[src/rtl/parity_calc.sv]
// parity_calc: bit-serial parity of one WIDTH-bit word.
// A rising edge on start captures data_in. The word is then shifted out
// LSB first over WIDTH cycles while its bits are XOR-accumulated.
// Ports:
//   clk         - system clock, rising edge
//   reset       - synchronous, active-high reset
//   start       - operation request; only its rising edge is acted on
//   data_in     - word to check, sampled on the accepting edge only
//   even_parity - registered XOR of the captured bits
//   odd_parity  - registered complement of even_parity
//   busy        - high while a word is being shifted
module parity_calc #(
   parameter int WIDTH = 8
) (
   input  logic             clk,
   input  logic             reset,
   input  logic             start,
   input  logic [WIDTH-1:0] data_in,
   output logic             even_parity,
   output logic             odd_parity,
   output logic             busy
);

   localparam int CW = $clog2(WIDTH) + 1;
   localparam logic [CW-1:0] LAST = CW'(WIDTH - 1);

   typedef enum logic {
      IDLE  = 1'b0,
      SHIFT = 1'b1
   } state_t;

   state_t           state;
   logic [WIDTH-1:0] shift_reg;
   logic             acc;
   logic [CW-1:0]    count;
   logic             start_q;
   logic             start_rise;
   logic             fold;

   assign start_rise = start & ~start_q;

   // Parity including the bit being shifted out on this edge.
   assign fold = acc ^ shift_reg[0];

   always_ff @(posedge clk) begin
      if (reset) begin
         state       <= IDLE;
         busy        <= 1'b0;
         even_parity <= 1'b0;
         odd_parity  <= 1'b1;
         shift_reg   <= '0;
         acc         <= 1'b0;
         count       <= '0;
         start_q     <= 1'b0;
      end else begin
         start_q <= start;
         unique case (state)
            IDLE: begin
               if (start_rise) begin
                  shift_reg <= data_in;
                  acc       <= 1'b0;
                  count     <= '0;
                  state     <= SHIFT;
                  busy      <= 1'b1;
               end
            end
            SHIFT: begin
               acc       <= fold;
               shift_reg <= shift_reg >> 1;
               count     <= count + CW'(1);
               // Rises seen here are dropped, even on the final edge.
               if (count == LAST) begin
                  even_parity <= fold;
                  odd_parity  <= ~fold;
                  state       <= IDLE;
                  busy        <= 1'b0;
               end
            end
            default: begin
               state <= IDLE;
               busy  <= 1'b0;
            end
         endcase
      end
   end

endmodule

[config.mk]
export PLATFORM = sky130hd
export DESIGN_NAME = parity_calc
export DESIGN_NICKNAME = d
export VERILOG_FILES = /design/src/rtl/parity_calc.sv
export SDC_FILE = /design/constraint.sdc
export NUM_CORES = 1
export LEC_CHECK = 0
export BUFFER_PORTS_ARGS = -buffer_cell sky130_fd_sc_hd__buf_2
export CORE_AREA = 4 4 45 47
export CTS_CLUSTER_SIZE = 16
export DETAILED_ROUTE_END_ITERATION = 7
export DIE_AREA = 0 0 49 51
export PLACE_DENSITY = 0.78
export SLEW_MARGIN = 20
export SYNTH_ARGS = -nofsm -noshare
export SYNTH_HDL_FRONTEND = slang
export SYNTH_SLANG_ARGS = --single-unit
export TNS_END_PERCENT = 10
[constraint.sdc]
create_clock -name clk -period 1.3 [get_ports clk]
set_input_delay 0.26 -clock clk [delete_from_list [all_inputs] [get_ports clk]]
set_output_delay 0.26 -clock clk [all_outputs]
set_load 0.02 [all_outputs]
# == Word-level counts from Yosys, hierarchy flattened ==
# Index checks and enable logic that the tools add are counted.
# word_totals
wordCells,31
regBits,18
out_inout_bits,3
# op_classes
n_reduce_logical,2
muxes,12
eq_ne,3
n_addsub,1
n_bitwise,5
# ops
op,count
$pmux 8 s2,1
$mux 8,1
$pmux 4 s2,1
$pmux 1 s2,3
$mux 1,5
$add 4x1->4 const B,1
$eq 4x3->1 const B,1
$mux 4,1
$reduce_and 2->1,2
$not 1->1,3
$ne 2x1->1 const B,1
$ne 2x2->1 const B,1
$and 1x1->1,1
$xor 1x1->1,1

# == Logic depth before layout (Yosys ltp) ==
# Gate-level depths: netlist of run 1.
# depth
depth_word,4
depth_mapped,4
ltp_nobuf,4

# == Worst setup path before layout of run 1 ==
# OpenSTA, ideal clock, no wires.
# synth_path
path_type,flip-flop to flip-flop
start,register start_q
end,register shift_reg[0]
arrival_ns,0.998
stages_incl_launch_ff,5
path_slack_ns,0.187
setup_time_ns,0.115
required_time_ns,1.185
cell_sequence,dfxtp_1 nand2b_4 buf_6 mux2_4 o21a_1
# synth_between
elab_chain_len,3
# synth_rtl
item,line_no,rtl
from (decl),36,logic start_q;
from (signal assigned),56,start_q <= start;
$not 1->1,40,assign start_rise = start & ~start_q;
$and 1x1->1,40,
$ne 2x2->1 (no source line),-,
to (signal assigned),60,shift_reg <= data_in;
to (signal assigned),69,shift_reg <= shift_reg >> 1;
to (decl),33,logic [WIDTH-1:0] shift_reg;
# No other way between the ends.
# A chain may end at the register's enable or synchronous reset.

# == Final worst setup path of run 1 ==
# layout_path
start,register count[0]
end,register even_parity
# layout_between
elab_chain_len,2
# layout_rtl
item,line_no,rtl
from (decl),35,logic [CW-1:0] count;
from (signal assigned),70,count <= count + CW'(1);
$eq 4x3->1,72,if (count == LAST) begin
$reduce_and 2->1 (no source line),-,
to (signal assigned),73,even_parity <= fold;
to (decl),19,"output logic even_parity,"
# No other way between the ends.

==> run summary, run 1 <==
Int Pwr - 0.000787 W
Setup Viol. Count Final - 0
die area - 2500 um2
post-place setup slack - 106 ps
Area Overhead vs Synth - 10.6%
height of the die - 51 um
Comb power frac - 15.7%
Initial Util - 50.6%
max reg flops - 8
maxcap violations - 0
Port Buffer Count - 13
post-synthesis cell type count - 27
diode count - 0
Hold Crit Start - start
Worst Path Required - 1530 ps
DRC Markers - 0
R2R cell count - 4
global-route usage over all layers - 12.4%
Worst Hold Path EP - start_q
cell at the slowest stage of the critical path - dfxtp_1
I/O pins - 14
synthesized flop and latch total - 18
crit path cell chain - ha_1 > and4b_1 > a21oi_1 > o21a_1
pwr dens - 1120 nW/um2
max incr delay on CP - 360 ps
deepest clock path buffer count - 2
Syn Area/Cell - 9.95 um2
H-tree Lvls - 1
site row count - 15
first-pass GRT wire length - 2.46 mm
Routed WL - 1.40 mm
Synth Cell Area - 836 um2
Total Neg Setup Slack - 0 ps
Final Hold Viols - 0
CTS tree - built
Worst setup SP type - flip-flop
Worst Skew - 3.78 ps
sw power - 0.000252 W
clk_lat worst skew - 280 ps
hold_buf cts - 0
worst-path fanout max - 5
number of global-route vias before repair - 603
layout cell share with drive strength beyond 1 - 28.1%
root buf cell - clkbuf_4
kind of critical path - flip-flop to flip-flop
Cells after Synth - 84
Min Clock Period, post-route - 1160 ps
P_leak - 0.401 nW
CP arrival - 1390 ps
worst slew pin tran - 310 ps
fmax - 860 MHz
clk slew on worst S/H paths - 90 ps
Rel. slew slack - 79.3%
number of flops mapped to enable cells by yosys - 0
wire per inst - 12.4 um
CTS sink cnt - 18
GPL Wtd Cong - 0.727
initial antenna violation count - 0
commonest cells after routing, fill and taps aside - dfxtp_1, buf_2, a21oi_1
status - finished, final reports clean
FFs w/ async S/R, synth - 0%
pin count of the biggest net entering global routing - 18
RSZ-0062 raised after global routing - no
Post-Syn Nets - 96
Die W - 49 um
switching portion of total power - 24.3%
RR Startpoint - count[0]
HPWL after DPL - 1.03 mm
Slew Limit Fails - 0
total CTS buffers - 3
Pre-antenna DRT Iters - 3
period utilisation layout - 89.5%
FF-to-FF setup slack - 140 ps
clock share of power - 25.3%
Worst Hold Class - primary input to flip-flop
NumNets Final - 110
drt initial violations - 9
most common cell after layout, fill and taps aside - dfxtp_1
Antenna Nets Post-Route - 0
routed vias/inst - 5.50
Worst setup EP type - flip-flop
Worst R2R End - even_parity
area of the core - 1650 um2
final setup margin - 137 ps
Main synth FF type - dfxtp_1
largest vdd supply drop - 0.759 mV
vias post-DR - 622
gr ovfl total - 0
post-synthesis sequential area ratio - 43.1%
hold path cells - 2
YS warnings - 0
sequential share of power - 58.9%
fill cell count - 164
-- worst max-delay path, delay by kind of cell, from the launching register on --
family / cells / cell delay [ps]
AOI/OAI and AO/OA: 2 / 300
adders and majority gates: 1 / 250
DFF: 1 / 360
and+or+nand+nor: 1 / 220
-- cell families after synthesis --
group           after synthesis  share of synthesized area [%]
xor+xnor                      1                           1.05
flops                        18                           43.1
mux                           8                           13.3
fa+ha+maj                     1                           1.50
compound gates               25                           19.6
buf+inv                      13                           7.49
simple gates                 18                           13.9
-- cell type report --
type                    count  area, um2  area share, %
clock buffers               3       22.5           2.44
inverters                   7       26.3           2.84
multi-input cells          53        413           44.7
flip-flops and latches     18        362           39.1
well taps                  17       21.3           2.30
repair buffers             15       80.1           8.66
-- layer usage --
layer  up-vias  part of all wire, %  GRT usage, %
met1       293                   47          13.6
li1        317                    -             -
met2        10                   47          21.7
met3         2                  5.1          4.08
met4         0                 0.72          5.38
met5         -                    0             0
-- how the worst max path moves through the flow --
| stage | startpoint | to | slack (ps) | cells past startpoint |
|---|---|---|---|---|
| floorplan | start_q | shift_reg[0] | 190 | 4 |
| global placement | start | shift_reg[1] | 120 | 4 |
| detailed placement | start | shift_reg[1] | 110 | 4 |
| CTS | state | count[3] | 120 | 3 |
| global route | count[0] | even_parity | 50 | 4 |
| finish | count[0] | even_parity | 140 | 4 |
-- synth_stat cells (all sizes together), types with 2 or more instances --
cell    number  area [um2]
nand3b       2        15.0
a311oi       3        26.3
dfxtp       18         360
nand2        4        15.0
mux2         7         101
buf          4        28.8
o21a         8        60.1
a21oi       12        60.1
nand2b       5        38.8
clkbuf       2        7.51
inv          7        26.3
-- power groups by stage --
stage                     Combinational [W]  Sequential [W]  Clock, W
after detailed placement           0.000166        0.000626         0
after global placement             0.000161        0.000623         0
after floorplan                    0.000138        0.000616         0
after global routing               0.000184        0.000618  0.000306
final                              0.000163        0.000613  0.000263
after CTS                          0.000167        0.000613  0.000275
-- per-stage QoR --
stage / area, um2 / hold WS (ps) / total power (W) / util (%) / instances
global placement: 901 / 427 / 0.000784 / 54.5 / 110
detailed placement: 901 / 450 / 0.000791 / 54.5 / 110
global route: 925 / 243 / 0.00111 / 56.0 / 113
finish: 925 / 245 / 0.00104 / 56.0 / 113
CTS: 923 / 245 / 0.00105 / 55.9 / 113
floorplan: 836 / 388 / 0.000754 / - / 84
-- repair_timing --
| item | in CTS | in global routing |
|---|---|---|
| hold endpoints to repair | 0 | 0 |
| resized for setup | 0 | 1 |
| endpoints found under the setup margin | 0 | 1 |
| setup buffers | 0 | 0 |
(Power assumes the default switching activity.)
==> run 2, diff against run 1 <==
==> constraint.sdc (replaced) <==
create_clock -name clk -period 1.3 [get_ports clk]
set_input_delay 0.325 -clock clk [delete_from_list [all_inputs] [get_ports clk]]
set_output_delay 0.325 -clock clk [all_outputs]
set_load 0.02 [all_outputs]
==> run summary, run 2 (synthesized netlist as in run 1, its figures left out) <==
layout cell share with drive strength beyond 1 - 28.6%
HPWL after DPL - 1.05 mm
post-CTS setup buffers - 0
drt initial violations - 2
period utilisation layout - 91.7%
initial antenna violation count - 0
Worst Path Required - 1540 ps
RSZ-0062 raised after global routing - no
FF-to-FF setup slack - 110 ps
routed vias/inst - 5.47
R2R cell count - 4
CTS tree - built
diode count - 0
Slew Limit Fails - 0
hold path cells - 2
CP arrival - 1430 ps
post_cts resized - 0
GPL Wtd Cong - 0.746
Min Clock Period, post-route - 1190 ps
H-tree Lvls - 1
largest vdd supply drop - 0.786 mV
P_leak - 0.417 nW
commonest cells after routing, fill and taps aside - dfxtp_1, buf_2, a21oi_1
register area - 360 um2
Antenna Nets Post-Route - 0
worst slew pin tran - 306 ps
Final Hold Viols - 0
max incr delay on CP - 370 ps
max reg flops - 8
DRC Markers - 0
site row count - 15
number of global-route vias before repair - 601
Worst setup SP type - flip-flop
Rel. slew slack - 79.6%
Worst Hold Class - primary input to flip-flop
CP delay by family, top - flip-flops
fmax - 839 MHz
worst-path fanout max - 5
footprint of the multi-input gates - 413 um2
clk_lat worst skew - 280 ps
Pre-antenna DRT Iters - 2
Worst Skew - 0.811 ps
cell at the slowest stage of the critical path - dfxtp_1
total power - 0.00112 W
Worst Hold Path EP - start_q
NumNets Final - 111
Die W - 49 um
deepest clock path buffer count - 2
most common cell after layout, fill and taps aside - dfxtp_1
maxcap violations - 0
wire per inst - 12.2 um
gr ovfl total - 0
Initial Util - 50.6%
first-pass GRT wire length - 2.44 mm
hold slack - 302 ps
fill cell count - 156
Area Overhead vs Synth - 14.5%
WP buf/inv - 0
hold_buf cts - 0
crit path cell chain - ha_1 > and4b_1 > a21oi_1 > o21a_1
pwr dens - 1170 nW/um2
clk slew on worst S/H paths - 100 ps
Worst R2R End - even_parity
area of the core - 1650 um2
kind of critical path - flip-flop to flip-flop
Worst setup EP type - flip-flop
die area - 2500 um2
I/O pins - 14
global-route usage over all layers - 12.5%
Area after DPL - 921 um2
total CTS buffers - 3
fin area - 957 um2
height of the die - 51 um
Setup Viol. Count Final - 0
pin count of the biggest net entering global routing - 18
Hold Crit Start - start
Routed WL - 1.40 mm
Port Buffer Count - 13
status - finished, final reports clean
CTS sink cnt - 18
RR Startpoint - count[0]
Total Neg Setup Slack - 0 ps
root buf cell - clkbuf_4
vias post-DR - 629
run 2: cell type report:
type / count / area share [%]
Clock buffer: 4 / 3.79
Inverter: 7 / 2.75
Multi-Input combinational cell: 53 / 43.1
Sequential cell: 18 / 37.6
Tap cell: 17 / 2.22
Timing Repair Buffer: 16 / 10.5
run 2: stage by stage:
| step | instances | util, % | worst slack (ps) |
|---|---|---|---|
| after floorplan | 84 | - | 187 |
| final | 115 | 58.0 | 108 |
| after CTS | 115 | 58.0 | 104 |
| after global placement | 111 | 55.8 | 90.6 |
| after detailed placement | 111 | 55.8 | 74.7 |
| after global routing | 115 | 58.0 | 0.246 |
run 2: how the worst max path moves through the flow:
stage	slack, ps	endpoint	start	cells after the start
floorplan	190	shift_reg[0]	start_q	4
global placement	90	shift_reg[1]	start	4
detailed placement	70	shift_reg[1]	start	4
CTS	100	even_parity	count[0]	4
finish	110	even_parity	count[0]	4
global route	0.2	busy	count[0]	4
run 2: metal layers:
layer / wire (um) / vias to the layer above / track usage, %
li1: - / 321 / -
met1: 626 / 296 / 14.7
met2: 708 / 10 / 21.3
met3: 60 / 2 / 2.62
met4: 8 / 0 / 6.73
met5: 0 / - / 0
run 2: report_power, final:
part           internal [W]  switching (W)
combinational      0.000102      0.0000729
clock              0.000170       0.000166
sequential         0.000585      0.0000255
==> run 3, diff against run 2 <==
- SETUP_SLACK_MARGIN: default -> 0.4
==> run summary, run 3 (synthesized netlist as in run 1, its figures left out) <==
status - finished, final reports clean
Post-Layout Cell Count - 117
Setup crit start - start_q
CTS sink cnt - 18
Die W - 49 um
max reg flops - 8
gr ovfl total - 0
Worst Setup EP - shift_reg[4]
crit path cell chain - nand2b_4 > mux2_4 > o21a_1
wire per inst - 14.1 um
R2R cell count - 3
CTS tree - built
FF-to-FF setup slack - 200 ps
Slew Limit Fails - 0
vias post-DR - 659
commonest cells after routing, fill and taps aside - dfxtp_1, a21oi_1, buf_2
die area - 2500 um2
RSZ-0062 raised after global routing - yes
kind of critical path - flip-flop to flip-flop
routed vias/inst - 5.63
placed cell count - 111
Total Neg Setup Slack - 0 ps
Post-Route Utilization - 61.9%
most common cell after layout, fill and taps aside - dfxtp_1
Min Clock Period, post-route - 1100 ps
first-pass GRT wire length - 2.57 mm
routed wl met2 - 875 um
global-route usage over all layers - 13.2%
Worst Skew - 2.54 ps
NumNets Final - 114
Setup Viol. Count Final - 0
max incr delay on CP - 350 ps
largest vdd supply drop - 0.563 mV
HPWL after DPL - 1.02 mm
Area Overhead vs Synth - 22.3%
Port Buffer Count - 13
worst-path fanout max - 5
initial antenna violation count - 0
CP arrival - 1280 ps
Worst Path Required - 1480 ps
P_leak - 0.436 nW
top sig layer - met4
Worst setup SP type - flip-flop
WL met3 - 72 um
GPL Wtd Cong - 0.734
worst slew pin tran - 325 ps
Worst setup EP type - flip-flop
maxcap violations - 0
period utilisation layout - 84.6%
Worst R2R End - shift_reg[4]
deepest clock path buffer count - 2
DRC Markers - 0
height of the die - 51 um
RR Startpoint - start_q
area of the core - 1650 um2
total CTS buffers - 3
pin count of the biggest net entering global routing - 18
met1 WL - 685 um
Worst Hold Class - primary input to flip-flop
site row count - 15
Initial Util - 50.6%
H-tree Lvls - 1
Antenna Nets Post-Route - 0
cell at the slowest stage of the critical path - dfxtp_2
fill cell count - 157
WP buf/inv - 0
layout cell share with drive strength beyond 1 - 41.0%
I/O pins - 14
drt initial violations - 7
fmax - 909 MHz
Pre-antenna DRT Iters - 4
root buf cell - clkbuf_4
CP delay by family, top - flip-flops
Routed WL - 1.65 mm
number of global-route vias before repair - 635
cell count along the critical path - 3
pwr dens - 1050 nW/um2
clk_lat worst skew - 280 ps
diode count - 0
clk slew on worst S/H paths - 90 ps
Rel. slew slack - 78.3%
Final Hold Viols - 0
==> run 3: worst min-delay path by stage <==
stage / slack, ps / end / depth (start not counted) / start
2_1_floorplan: 450 / start_q / 1 / start
3_3_place_gp: 430 / odd_parity / 2 / odd_parity
3_5_place_dp: 430 / odd_parity / 2 / odd_parity
4_1_cts: 340 / start_q / 2 / start
5_1_grt: 330 / start_q / 2 / start
6_report: 340 / shift_reg[7] / 3 / data_in[7]
==> run 3: report_power, final <==
part,switching [W],internal (W)
Combinational,0.0000871,0.000115
Sequential,0.0000246,0.000586
Clock,0.000155,0.000107
Total,0.000266,0.000808
==> run 3: metrics by stage <==
step,total power (W),worst slack (ps),hold slack (ps),instance area [um2]
floorplan,0.000756,191,453,840
global placement,0.000785,90.2,430,908
detailed placement,0.000793,73.2,431,908
CTS,0.00107,190,342,986
global route,0.00114,161,332,1020
finish,0.00107,200,341,1020
==> run 3: what timing repair did <==
item	in CTS	in global routing
setup endpoints to repair	20	20
setup buffers	2	0
hold buffers	0	0
pin swaps	2	1
resized for setup	9	11
cloned	1	0
==> run 3: cell type report <==
class                           instances  area, um2  area share, %
Sequential cell                        18        368           36.0
Multi-Input combinational cell         54        467           45.7
Inverter                                7       26.3           2.57
Timing Repair Buffer                   18        118           11.5
Tap cell                               17       21.3           2.08
Clock buffer                            3       22.5           2.20
==> run 3: worst register-to-register path: stages (launching register included) <==
cell      delay [ps]
dfxtp_2          350
nand2b_4         180
mux2_4           310
o21a_1           170
==> run 3: metal layers <==
metal,vias to the layer above,track usage [%]
met5,-,0
met4,0,8.07
met3,2,3.79
met2,12,22.2
met1,316,14.6
li1,329,-
